File: src/rtl/pipe_pkg.sv
// Shared definitions for the generic pipeline-stage register.
//   pipe_state_t   : occupancy state of a stage (EMPTY / BUSY / FULL)
//   CTRL_W_DEFAULT : default width of the control bundle
//   CTRL_*         : bit positions of individual control flags within the bundle
package pipe_pkg;

  typedef enum logic [1:0] {
    EMPTY = 2'd0,
    BUSY  = 2'd1,
    FULL  = 2'd2
  } pipe_state_t;

  localparam int unsigned CTRL_W_DEFAULT = 9;

  localparam int unsigned CTRL_REGWRITE = 0;
  localparam int unsigned CTRL_MEMWRITE = 1;
  localparam int unsigned CTRL_MEMREAD  = 2;
  localparam int unsigned CTRL_MEMTOREG = 3;
  localparam int unsigned CTRL_ALUSRC   = 4;
  localparam int unsigned CTRL_BRANCH   = 5;
  localparam int unsigned CTRL_JUMP     = 6;
  localparam int unsigned CTRL_ALUOP_LO = 7;
  localparam int unsigned CTRL_ALUOP_HI = 8;

endpackage

File: src/rtl/pipe_slot.sv
// One payload + control register entry of a pipeline stage.
//   clk, reset     : clock (rising edge), asynchronous active-low reset
//   load           : capture d_data/d_ctrl at the next edge
//   clear          : zero the entry at the next edge (wins over load)
//   d_data, d_ctrl : next payload / control bundle
//   q_data, q_ctrl : held payload / control bundle
module pipe_slot #(
  parameter int unsigned DATA_W = 32,
  parameter int unsigned CTRL_W = 9
) (
  input  logic              clk,
  input  logic              reset,
  input  logic              load,
  input  logic              clear,
  input  logic [DATA_W-1:0] d_data,
  input  logic [CTRL_W-1:0] d_ctrl,
  output logic [DATA_W-1:0] q_data,
  output logic [CTRL_W-1:0] q_ctrl
);

  always_ff @(posedge clk or negedge reset) begin
    if (!reset) begin
      q_data <= '0;
      q_ctrl <= '0;
    end else if (clear) begin
      q_data <= '0;
      q_ctrl <= '0;
    end else if (load) begin
      q_data <= d_data;
      q_ctrl <= d_ctrl;
    end
  end

endmodule

File: src/rtl/pipe_stage_reg.sv
// Generic valid/ready pipeline-stage register carrying an opaque payload and
// a control bundle, with stall (back-pressure) and flush (bubble insertion).
//   clk, reset            : clock (rising edge), asynchronous active-low reset
//   flush                 : synchronous kill of every held beat
//   in_valid/in_ready     : upstream handshake
//   in_data/in_ctrl       : upstream payload / control bundle
//   out_valid/out_ready   : downstream handshake
//   out_data/out_ctrl     : payload / control bundle to downstream
// SKID=1 adds a second entry so in_ready is a register output; SKID=0 keeps a
// single entry with in_ready derived combinationally from out_ready.
module pipe_stage_reg
  import pipe_pkg::*;
#(
  parameter int unsigned DATA_W = 32,
  parameter int unsigned CTRL_W = CTRL_W_DEFAULT,
  parameter int unsigned SKID   = 1
) (
  input  logic              clk,
  input  logic              reset,
  input  logic              flush,
  input  logic              in_valid,
  output logic              in_ready,
  input  logic [DATA_W-1:0] in_data,
  input  logic [CTRL_W-1:0] in_ctrl,
  output logic              out_valid,
  input  logic              out_ready,
  output logic [DATA_W-1:0] out_data,
  output logic [CTRL_W-1:0] out_ctrl
);

  pipe_state_t       state, state_nxt;
  logic              out_valid_r, in_ready_r;
  logic              in_fire, out_fire;
  logic              main_load, main_clr, main_from_skid;
  logic              skid_load, skid_clr;
  logic [DATA_W-1:0] main_d_data, skid_q_data;
  logic [CTRL_W-1:0] main_d_ctrl, skid_q_ctrl;

  assign out_valid = out_valid_r;
  assign in_fire   = in_valid & in_ready;
  assign out_fire  = out_valid_r & out_ready;

  always_comb begin
    state_nxt      = state;
    main_load      = 1'b0;
    main_clr       = 1'b0;
    main_from_skid = 1'b0;
    skid_load      = 1'b0;
    skid_clr       = 1'b0;
    if (flush) begin
      state_nxt = EMPTY;
      main_clr  = 1'b1;
      skid_clr  = 1'b1;
    end else begin
      unique case (state)
        EMPTY: begin
          if (in_fire) begin
            state_nxt = BUSY;
            main_load = 1'b1;
          end
        end
        BUSY: begin
          // With SKID=0, in_fire while BUSY already implies out_fire.
          if (in_fire && (out_fire || SKID == 0)) begin
            main_load = 1'b1;
          end else if (in_fire) begin
            state_nxt = FULL;
            skid_load = 1'b1;
          end else if (out_fire) begin
            // Zero the drained entry so a bubble never carries live ctrl bits.
            state_nxt = EMPTY;
            main_clr  = 1'b1;
          end
        end
        FULL: begin
          if (out_fire) begin
            state_nxt      = BUSY;
            main_load      = 1'b1;
            main_from_skid = 1'b1;
            skid_clr       = 1'b1;
          end
        end
        default: begin
          state_nxt = EMPTY;
          main_clr  = 1'b1;
          skid_clr  = 1'b1;
        end
      endcase
    end
  end

  assign main_d_data = main_from_skid ? skid_q_data : in_data;
  assign main_d_ctrl = main_from_skid ? skid_q_ctrl : in_ctrl;

  always_ff @(posedge clk or negedge reset) begin
    if (!reset) begin
      state       <= EMPTY;
      out_valid_r <= 1'b0;
      in_ready_r  <= 1'b1;
    end else begin
      state       <= state_nxt;
      out_valid_r <= (state_nxt != EMPTY);
      in_ready_r  <= (state_nxt != FULL);
    end
  end

  pipe_slot #(
    .DATA_W (DATA_W),
    .CTRL_W (CTRL_W)
  ) u_main (
    .clk    (clk),
    .reset  (reset),
    .load   (main_load),
    .clear  (main_clr),
    .d_data (main_d_data),
    .d_ctrl (main_d_ctrl),
    .q_data (out_data),
    .q_ctrl (out_ctrl)
  );

  generate
    if (SKID != 0) begin : g_skid
      pipe_slot #(
        .DATA_W (DATA_W),
        .CTRL_W (CTRL_W)
      ) u_skid (
        .clk    (clk),
        .reset  (reset),
        .load   (skid_load),
        .clear  (skid_clr),
        .d_data (in_data),
        .d_ctrl (in_ctrl),
        .q_data (skid_q_data),
        .q_ctrl (skid_q_ctrl)
      );
      assign in_ready = in_ready_r;
    end else begin : g_noskid
      assign skid_q_data = '0;
      assign skid_q_ctrl = '0;
      assign in_ready    = out_ready | ~out_valid_r;
    end
  endgenerate

endmodule

File: config.mk
export PLATFORM = sky130hd
export DESIGN_NAME = pipe_stage_reg
export DESIGN_NICKNAME = d
export VERILOG_FILES = /design/src/rtl/pipe_pkg.sv /design/src/rtl/pipe_slot.sv /design/src/rtl/pipe_stage_reg.sv
export SDC_FILE = /design/constraint.sdc
export NUM_CORES = 1
export LEC_CHECK = 0
export ABC_AREA = 0
export BUFFER_PORTS_ARGS = -buffer_cell sky130_fd_sc_hd__clkbuf_2
export CORE_MARGIN = 4
export CORE_UTILIZATION = 42
export CTS_CLUSTER_DIAMETER = 120
export DETAILED_ROUTE_END_ITERATION = 7
export MAX_ROUTING_LAYER = met4
export PLACE_DENSITY = 0.67
export SYNTH_ARGS = -nofsm -noshare
export SYNTH_HDL_FRONTEND = slang
export SYNTH_SLANG_ARGS = --single-unit
File: constraint.sdc
create_clock -name clk -period 3.9 [get_ports clk]
set_clock_uncertainty 0.15 [all_clocks]
set_input_delay 0.39 -clock clk [delete_from_list [all_inputs] [get_ports clk]]
set_output_delay 0.39 -clock clk [all_outputs]
set_load 0.01 [all_outputs]
== After elaboration in Yosys (flattened, before gate mapping) ==
Cells that the tools add are included.

* Flip-flop bits (word level): 86
* Bits in latches: 0
* Bits in writable memories: 0
* ROM bits: 0
* Input bits: 46
* Output and inout bits: 43
* Word-level logic and storage cells: 52
* Memories kept: 0

* Add/subtract/negate cells: 0
* Multiply operators: 0
* Div/mod/pow operators: 0
* Magnitude comparators: 0
* Equal/unequal tests: 3
* Shift operators: 0
* Mux-type cells: 33
* Bitwise logic cells: 2
* Reductions and logical operators: 7

{| class="wikitable"
|+ Operators with widths
! kind !! count
|-
| 32-bit two-way mux || 5
|-
| 9-bit two-way mux || 5
|-
| 1-bit two-way mux || 13
|-
| 2-bit two-way mux || 6
|-
| 2-bit one-hot mux with 3 select lines || 1
|-
| 2-bit nonzero test || 3
|-
| 1-bit one-hot mux with 2 select lines || 2
|-
| 2-bit OR reduction || 2
|-
| 1-bit one-hot mux with 3 select lines || 1
|-
| 1-bit AND || 2
|-
| 2-bit by 1-bit equality test with 1-bit output, second input constant || 1
|-
| 2-bit equality test, second input constant || 1
|-
| 2-bit zero test || 1
|-
| 2-bit != test, second input constant || 1
|-
| 1-bit logical AND || 1
|}

== Depth between registers and ports, before layout ==
Gate-level depths: netlist of run 1.

* Depth after elaboration: 7
* Depth in mapped cells: 7
* Mapped depth without buffers: 4

== Modules after synthesis ==
From an unflattened synthesis of run 1, not the netlist that was laid out.

* Cells, all modules: 339
* Area total of the unflattened synthesis: 4404.2 um^2

{| class="wikitable"
|+ Modules (own cells, without submodules)
! module !! instances !! cells an instance !! area each (um^2) !! sequential area each (um^2)
|-
| pipe_slot || 2 || 133 || 1712.9 || 1026.0
|-
| pipe_stage_reg || 1 || 73 || 978.4 || 101.3
|}

== Worst setup path before layout of run 1 ==
Ideal clock, no wire load.

* Path type: reg2reg
* Start point: reg in_ready_r, in the netlist in_ready
* End point: reg u_main.q_data[10]
* Library setup time: 0.127 ns
* Data arrival time: 1.478 ns
* Required time: 3.623 ns
* Slack: 2.145 ns
* Cell stages (with the launch flop): 6
* Buffers on the path: 1
* Clock period less this slack: 1.755 ns
* Cells stage by stage: dfstp_2 > nand2_1 > a22oi_2 > nor2_1 > buf_2 > a221o_2

* Cells in the longest elaborated chain, start to end: 6
* Elaborated cells between the ends (all ways): 12
* Classes of those cells: mux: 9; bitwise: 1; reduce/logical: 2

{| class="wikitable"
|+ Ends and longest elaborated chain
! what !! RTL line !! RTL
|-
| start, declared || pipe_stage_reg.sv:32 || <nowiki>logic out_valid_r, in_ready_r;</nowiki>
|-
| start signal, assigned || pipe_stage_reg.sv:103 || <nowiki>in_ready_r <= (state_nxt != FULL);</nowiki>
|-
| 1-bit AND * || pipe_stage_reg.sv:40 || <nowiki>assign in_fire = in_valid & in_ready;</nowiki>
|-
| 1-bit two-way mux or 1-bit logical AND (tied branches) || pipe_stage_reg.sv:66, pipe_stage_reg.sv:64 ||
|-
| 1-bit two-way mux || pipe_stage_reg.sv:64 || <nowiki>if (in_fire && (out_fire || SKID == 0)) begin</nowiki>
|-
| 1-bit one-hot mux with 2 select lines or 1-bit one-hot mux with 3 select lines (tied branches) || pipe_stage_reg.sv:55 || <nowiki>unique case (state)</nowiki>
|-
| 1-bit two-way mux || pipe_stage_reg.sv:50 || <nowiki>if (flush) begin</nowiki>
|-
| 32-bit two-way mux or 2-bit nonzero test (tied branches) || -- ||
|-
| end signal, assigned || pipe_slot.sv:29 || <nowiki>q_data <= d_data;</nowiki>
|-
| end, declared || pipe_slot.sv:17 || <nowiki>output logic [DATA_W-1:0] q_data,</nowiki>
|}

Mark *: on every way between the ends. The rest lies on a longest branch, timed or not.
A chain may end at the register's enable or synchronous reset.

== Worst setup path in the final report of run 1 ==
* Start point: reg state[1]
* End point: reg u_main.q_data[16]

* Cells in the longest elaborated chain, start to end: 6
* Elaborated cells between the ends (all ways): 14
* Classes of those cells: eq/ne: 2; mux: 9; reduce/logical: 3

{| class="wikitable"
|+ Ends and longest elaborated chain
! what !! RTL line !! RTL
|-
| start, declared || pipe_stage_reg.sv:31 || <nowiki>pipe_state_t state, state_nxt;</nowiki>
|-
| start signal, assigned || pipe_stage_reg.sv:101 || <nowiki>state <= state_nxt;</nowiki>
|-
| 2-bit equality test || pipe_stage_reg.sv:55 ||
|-
| 1-bit two-way mux || pipe_stage_reg.sv:55 ||
|-
| 1-bit two-way mux || pipe_stage_reg.sv:50 ||
|-
| 32-bit two-way mux || pipe_stage_reg.sv:92 || <nowiki>assign main_d_data = main_from_skid ? skid_q_data : in_data;</nowiki>
|-
| 32-bit two-way mux || pipe_slot.sv:28 || <nowiki>end else if (load) begin</nowiki>
|-
| 32-bit two-way mux || pipe_slot.sv:25 || <nowiki>end else if (clear) begin</nowiki>
|}

Parallel ways exist; a longest one is shown, timed or not. The select of a mux whose other input is x is not followed.

==> metrics.sh, run 1 <==
CRIT_PATH_MAX_FANOUT=41
STARTPOINT_TYPE='flop'
REGAREA_MM2=0.002153
TIMING.HOLD.WS_NS=0.08148
TIGHTEST_SLEW_NS=1.079
POST_SYNTH_XOR_AREA_FRACTION_PCT=0.2365
SYNTH-SEQ-AREA-SHARE_PCT=58.14
CLKSLEWWORSTSETUPHOLDPATHS_NS=0.08
SYNTH_TOP_FAMILY_BY_AREA='compound AO/OA/AOI/OAI gates'
GROUTE.USAGE.OVERALL_PCT=17.45
YOSYS-MUX-AREA-FRACTION_PCT=0
YS_TOP_CELLS_BY_AREA='sky130_fd_sc_hd__dfrtp_1, sky130_fd_sc_hd__o2bb2ai_1, sky130_fd_sc_hd__nand2b_1'
TIMING.CRITICAL_PATH.TO_TYPE='flop'
ANTENNA_CELLS_INSERTED=0
VIAS_PER_CELL=5.539
MULTIINPUTGATEAREA_MM2=0.001410
CTS.PATH.MAX_BUFFERS=2
DPL-INSTANCE-AREA_MM2=0.004160
MIN_PERIOD_NS=2.226
CRITICAL_PATH_ARRIVAL_NS=2.35
SYNTH_TOP_FLOP_CELL='sky130_fd_sc_hd__dfrtp_1'
FINALHOLDVIOLATIONS=0
CTS_STAGE_HOLD_BUFFER_COUNT=0
CRITICALPATHCATEGORY='flop to flop'
PERIOD_SHARE_PCT=57.08
SYNTHMOSTINSTANTIATEDCELL='sky130_fd_sc_hd__dfrtp_1'
SINK_COUNT=86
CLOCK_TREE.HTREE_LEVEL_COUNT=3
FIN_NETS=420
SYNTHESIS.AREA_PER_INSTANCE_UM2=12.35
POST_SYNTH_EDFFS=0
COMPOUND_CELL_AREA_SHARE_OF_THE_YOSYS_NETLIST_PCT=24.05
REGTOREGENDPOINT='u_main.q_data[16]'
DIEHEIGHT_UM=101.9
FIN_AREA_MM2=0.004350
MAX_FCLK_MHz=449.2
SYNTH_LARGEST_AREA_CELL='sky130_fd_sc_hd__dfrtp_1'
POST_CTS_RESIZED=0
TIMING.SLEW.HEADROOM_PCT=28.10
CRITICAL_PATH.SLOWEST_CELL='sky130_fd_sc_hd__nor2_4'
AVGROUTEDWIREPERCELL_UM=17.05
CTS.ROOT.BUFFER_CELL='sky130_fd_sc_hd__clkbuf_8'
GRT_OVERFLOW_TOTAL=0
DRT_FIRST_ITER_VIOLATIONS=122
SYNTH_TOP_AREA_SHARE_PCT=57.43
DETAIL-ROUTE-ANTENNA-NETS=0
TIMING.CRITICAL_PATH.REQUIRED_NS=4.03
EFFECTIVE_UTILIZATION_AT_FLOORPLAN_PCT=44.19
YS_TOP_CELLS_BY_COUNT='sky130_fd_sc_hd__dfrtp_1, sky130_fd_sc_hd__nor2_1, sky130_fd_sc_hd__nand2b_1, sky130_fd_sc_hd__o2bb2ai_1'
SETUP_VIOL=0
SYNTH-ASYNC-RESET-RATIO_PCT=100.0
WORST_HOLD_PATH_TYPE='input port to asynchronous set/reset pin'
AREA.GROWTH.SYNTH_TO_FINAL_PCT=17.47
TIMING.SETUP.TNS_NS=0
CTS_SETUP_BUFFERS=0
ROWS=33
GRT_MAX_DEGREE=87
SETUP.REG_TO_REG.WORST_SLACK_NS=1.67
CRITICAL_PATH_CELL_BY_CELL='xor2_1 > a22oi_2 > nor2_4 > a221o_2'
MAPPED_CELLS=300
GRT_PASS1_VIAS=2764
WORST_SKEW_LATE_LATENCY_NS=0.34
R2R_CELLS=4
YS.WARNINGS.COUNT=0
CLOCK_TREE_FROM_TRITONCTS='built'
CORE_AREA_MM2=0.008382
NUMPORTBUFFERS=88
FINALMAXSLEWVIOLATIONS=0
SYNTH-SIMPLE-AREA-SHARE_PCT=13.14
POSTROUTEWIRELENGTH_MM=8.253
FP.DIEW_UM=101.9
DESIGN.DIE.AREA_MM2=0.01038
CAP_VIOLATIONS=0
ROUTE.VIAS.TOTAL=2681
INITIAL_ANTENNA_VIOLATION_COUNT=0
DR.PASS1.ITERS=4
FINALWEIGHTEDCONGESTION=0.7751
CELLPOWERDENSITY_mW_PER_MM2=430.1
NETLIST-CELL-TYPE-COUNT=25
CRITICAL_PATH.REG2REG.STARTPOINT='state[1]'
SYNTHESIS.AREA_MM2=0.003704
CPPEAKSTAGEDELAY_NS=0.77
REMAINING_DRC_ERRORS=0
MAX-VDD-IR-DROP_V=0.0002307
FILL_CELLS=784
RUN_STATUS='complete, no violations'
WIRE_LENGTH_OF_THE_FIRST_GLOBAL_ROUTING_PASS_MM=13.88
LAYOUT-DRIVE-GT1-SHARE_PCT=35.88
NUM_IO_PINS=89
P_LEAK_nW=1.994
NUMBER_OF_CTS_INSERTED_BUFFERS=9
SYNTH_FA_HA_AREA_SHARE_PCT=0
POSTSYNTHREGISTERBITS=86
DP_HPWL_MM=5.015
SYN_NETS=346
RSZ0062_AT_GRT='false'
==> logic make-up after synthesis <==
logic type | count (synthesis)
simple gates | 94
xor+xnor | 1
buf+inv | 28
flops | 86
compound gates | 91
==> report_power, final <==
part | switching (mW) | total [mW] | internal, mW
clock network | 0.311 | 0.606 | 0.294
logic | 0.163 | 0.275 | 0.112
registers | 0.0386 | 0.991 | 0.952
==> per-layer routing <==
| metal | vias to the layer above | wire length, µm | GRT usage (%) |
|---|---|---|---|
| met5 | - | 0 | - |
| met4 | 0 | 17 | 5.045 |
| met3 | 2 | 473 | 3.481 |
| met2 | 76 | 3721 | 25.35 |
| met1 | 1330 | 4041 | 25.01 |
| li1 | 1273 | - | - |
==> registers in the layout, summed over array words and instances (netlist names) <==
| register | flops |
|---|---|
| state | 2 |
| g_skid.u_skid.q_ctrl | 9 |
| g_skid.u_skid.q_data | 32 |
| u_main.q_ctrl | 9 |
| u_main.q_data | 32 |
| out_valid | 1 |
| in_ready | 1 |
==> how the worst max path moves through the flow <==
| stage | from | endpoint | slack (ns) | cells after the start |
|---|---|---|---|---|
| 6_report | state[1] | u_main.q_data[16] | 1.67 | 4 |
| 4_1_cts | state[1] | u_main.q_data[20] | 1.63 | 4 |
| 3_5_place_dp | flush | u_main.q_data[19] | 1.45 | 3 |
| 3_3_place_gp | flush | u_main.q_data[7] | 1.47 | 3 |
| 2_1_floorplan | in_ready | u_main.q_data[10] | 2.15 | 5 |
| 5_1_grt | state[1] | u_main.q_data[15] | 1.50 | 4 |
==> layout make-up <==
type / instances / area share (%)
Sequential cell: 86 / 49.50
Multi-Input combinational cell: 186 / 32.41
Timing Repair Buffer: 91 / 10.70
Tap cell: 105 / 3.020
Clock buffer: 10 / 2.934
Clock inverter: 6 / 1.438
==> layout by cell type, fill, tap and decap left out <==
cell and instances:
sky130_fd_sc_hd__a211oi_1 1, sky130_fd_sc_hd__a21oi_1 1, sky130_fd_sc_hd__dfrtp_1 85, sky130_fd_sc_hd__a221o_1 21, sky130_fd_sc_hd__a2111oi_0 1, sky130_fd_sc_hd__nor2_1 43
sky130_fd_sc_hd__xor2_1 1, sky130_fd_sc_hd__nand2_4 1, sky130_fd_sc_hd__nor4_4 1, sky130_fd_sc_hd__a31oi_1 1, sky130_fd_sc_hd__a2111oi_4 1, sky130_fd_sc_hd__nand2_1 3
sky130_fd_sc_hd__clkbuf_1 1, sky130_fd_sc_hd__a221oi_1 2, sky130_fd_sc_hd__dfstp_2 1, sky130_fd_sc_hd__a221o_2 21, sky130_fd_sc_hd__nor2_4 2, sky130_fd_sc_hd__clkinvlp_4 3
sky130_fd_sc_hd__nor2b_1 1, sky130_fd_sc_hd__bufinv_16 1, sky130_fd_sc_hd__clkbuf_2 87, sky130_fd_sc_hd__o2bb2ai_1 41, sky130_fd_sc_hd__nand2b_4 1, sky130_fd_sc_hd__or2_2 1
sky130_fd_sc_hd__clkinv_2 2, sky130_fd_sc_hd__buf_4 4, sky130_fd_sc_hd__clkbuf_8 9, sky130_fd_sc_hd__a22oi_2 1, sky130_fd_sc_hd__nand2b_1 41
==> critical path: cells and delay by family, from the launching register on <==
kind	cells	cell delay, ns
AO/OA/AOI/OAI	2	0.38
XOR/XNOR	1	0.21
AND/OR/NAND/NOR	1	0.77
flip-flops	1	0.64
==> per-stage QoR <==
| step | util, % | worst slack (ns) | std cells | total power, mW |
|---|---|---|---|---|
| 2_1_floorplan | - | 2.145 | 300 | 1.168 |
| 3_3_place_gp | 49.63 | 1.471 | 468 | 1.284 |
| 3_5_place_dp | 49.63 | 1.447 | 468 | 1.287 |
| 4_1_cts | 51.90 | 1.631 | 484 | 1.895 |
| 5_1_grt | 51.90 | 1.501 | 484 | 1.969 |
| 6_report | 51.90 | 1.674 | 484 | 1.871 |
Power figures use the tool's default switching activity.
==> run 2, diff against run 1 <==
clock period = 2.1 ns   (was 3.9 ns; I/O delays follow)
==> metrics.sh, run 2 (same netlist as run 1, synthesis figures left out) <==
FINALWEIGHTEDCONGESTION=0.8410  # +8.5%
TIGHTEST_SLEW_NS=1.010  # -0.06853 ns
NUMBER_OF_CTS_INSERTED_BUFFERS=9  # unchanged
GRT_OVERFLOW_TOTAL=0  # unchanged
P_LEAK_nW=2.238  # +12%
FINALHOLDVIOLATIONS=0  # unchanged
SETUP_VIOL=0  # unchanged
CRITICAL_PATH_CELL_BY_CELL='nand2_4 > a31oi_2 > nor2_2 > o2bb2ai_1'
CRIT_PATH_MAX_FANOUT=20  # -51%
CORE_AREA_MM2=0.008382  # unchanged
AREA.GROWTH.SYNTH_TO_FINAL_PCT=32.70
DETAIL-ROUTE-ANTENNA-NETS=0  # unchanged
CRITICALPATHCATEGORY='flop to flop'
RSZ0062_AT_GRT='true'
DIEHEIGHT_UM=101.9  # unchanged
GRT_MAX_DEGREE=43  # -51%
FP.DIEW_UM=101.9  # unchanged
CELLPOWERDENSITY_mW_PER_MM2=734.1  # +71%
TIMING.SLEW.HEADROOM_PCT=32.59  # +4.5 points
PERIOD_SHARE_PCT=95.27  # +38 points
WORST_HOLD_PATH_TYPE='input port to flop'
AVGROUTEDWIREPERCELL_UM=17.14  # +0.55%
VIAS_PER_CELL=5.345  # -3.5%
NUM_IO_PINS=89  # unchanged
GRT_PASS1_VIAS=2990  # +8.2%
DP_HPWL_MM=5.512  # +9.9%
CTS.ROOT.BUFFER_CELL='sky130_fd_sc_hd__clkbuf_8'
STARTPOINT_TYPE='flop'
WIRE_LENGTH_OF_THE_FIRST_GLOBAL_ROUTING_PASS_MM=14.66  # +5.6%
FINALMAXSLEWVIOLATIONS=0  # unchanged
FINAL_CORE_UTIL_PCT=58.64  # +6.7 points
MIN_PERIOD_NS=2.001  # -0.2255 ns
RUN_STATUS='complete, no violations'
MOST-COMMON-LAYOUT-CELLS='sky130_fd_sc_hd__clkbuf_2, sky130_fd_sc_hd__dfrtp_1, sky130_fd_sc_hd__nor2_1, sky130_fd_sc_hd__dlygate4sd3_1'
FILL_CELLS=739  # -5.7%
FIN_NETS=475  # +13%
TOP_REGS='g_skid.u_skid.q_data x32, u_main.q_data x32'
GROUTE.USAGE.OVERALL_PCT=18.45  # +1.0 points
DR.PASS1.ITERS=4  # unchanged
CLKSLEWWORSTSETUPHOLDPATHS_NS=0.09  # about the same
ROUTE.VIAS.TOTAL=2881  # +7.5%
MAX-VDD-IR-DROP_V=0.0004099  # +78%
CRITICAL_PATH.SLOWEST_CELL='sky130_fd_sc_hd__nor2_2'
WORST_SKEW_LATE_LATENCY_NS=0.34  # about the same
CTS.PATH.MAX_BUFFERS=2  # unchanged
TIMING.CRITICAL_PATH.REQUIRED_NS=2.15  # -1.88 ns
CAP_VIOLATIONS=0  # unchanged
MAX_FCLK_MHz=499.8  # +11%
CLOCK_TREE.HTREE_LEVEL_COUNT=3  # unchanged
CRITICAL_PATH.REG2REG.STARTPOINT='out_valid'
CRITICAL_PATH_ARRIVAL_NS=2.05  # -0.30 ns
INITIAL_ANTENNA_VIOLATION_COUNT=0  # unchanged
DRT_FIRST_ITER_VIOLATIONS=81  # -34%
REMAINING_DRC_ERRORS=0  # unchanged
TIMING_STARTPOINT_OF_THE_CRITICAL_PATH='out_valid'
CPPEAKSTAGEDELAY_NS=0.81  # +0.04 ns
ROWS=33  # unchanged
CLOCK_TREE_FROM_TRITONCTS='built'
TIMING.CRITICAL_PATH.TO_TYPE='flop'
ANTENNA_CELLS_INSERTED=0  # unchanged
EFFECTIVE_UTILIZATION_AT_FLOORPLAN_PCT=44.19  # unchanged
POSTROUTEWIRELENGTH_MM=9.241  # +12%
TIMING.HOLD.WORST.START='out_ready'
MOST_COMMON_LIBRARY_CELL_IN_THE_LAYOUT_IGNORING_FILL_AND_TAPS='sky130_fd_sc_hd__clkbuf_2'
POWER.TOTAL_mW=3.608  # +93%
DESIGN.DIE.AREA_MM2=0.01038  # unchanged
NUMPORTBUFFERS=88  # unchanged
LAYOUT-DRIVE-GT1-SHARE_PCT=34.79  # -1.1 points
SINK_COUNT=86  # unchanged
run 2: cell types whose count changed in the layout (fill, tap and decap cells not counted), sizes merged:
cell | before | now
dlygate4sd3 | 0 | 43
buf | 4 | 14
nor2 | 45 | 47
clkbuf | 97 | 96
clkinv | 2 | 1
clkinvlp | 3 | 4
inv | 0 | 1
run 2: final cells by class:
cell class	instances	area, µm²	share of cell area (%)
Clock inverter	7	73.82	1.502
Sequential cell	86	2153	43.81
Tap cell	105	131.4	2.673
Timing Repair Buffer	144	996.0	20.26
Multi-Input combinational cell	188	1436	29.23
Clock buffer	9	123.9	2.520
run 2: critical path: cells and delay by family, from the launching register on:
| family | cells | cell delay, ns |
|---|---|---|
| DFF | 1 | 0.45 |
| and+or+nand+nor | 2 | 0.96 |
| AOI/OAI and AO/OA | 2 | 0.30 |
run 2: metrics by stage:
stage	setup TNS, ns	worst slack [ns]	area (µm²)	hold WS, ns	std cells
floorplan	0	0.3453	3704	-0.2356	300
global placement	0	0.06504	4260	-0.02481	478
detailed placement	0	0.001100	4260	-0.02236	478
CTS	0	0.002253	4891	0.04028	537
global route	-0.02597	-0.009338	4915	0.03573	539
finish	0	0.09938	4915	0.04768	539
run 2: power breakdown:
group | total (mW) | switching (mW) | internal (mW)
sequential | 1.83 | 0.0639 | 1.77
combinational | 0.630 | 0.351 | 0.280
clock | 1.15 | 0.594 | 0.551
run 2: final timing paths:
kind | slack, ns | depth (start not counted) | endpoint
setup / recovery | 0.1 | 4 | g_skid.u_skid.q_ctrl[2]
hold / removal | 0.05 | 2 | in_ready
setup reg to reg | 0.1 | 4 | g_skid.u_skid.q_ctrl[2]
hold reg to reg | 0.37 | 1 | u_main.q_data[8]
max in group asynchronous | 1.04 | 3 | g_skid.u_skid.q_data[3]
min in group asynchronous | 0.15 | 2 | g_skid.u_skid.q_data[18]
run 2: timing repair:
action	in CTS	in global routing
pin swaps	0	1
cloned	0	2
setup endpoints to repair	6	79
hold buffers	43	0
setup buffers	0	0
resized for setup	1	2
endpoints found under the hold margin	145	0
run 2: layer usage:
metal  global-route usage [%]  vias up  wire length, µm
li1                         -     1378                -
met1                    23.86     1404             4223
met2                    29.58       84             4345
met3                    3.413       15              526
met4                    5.954        0              146
met5                        -        -                0
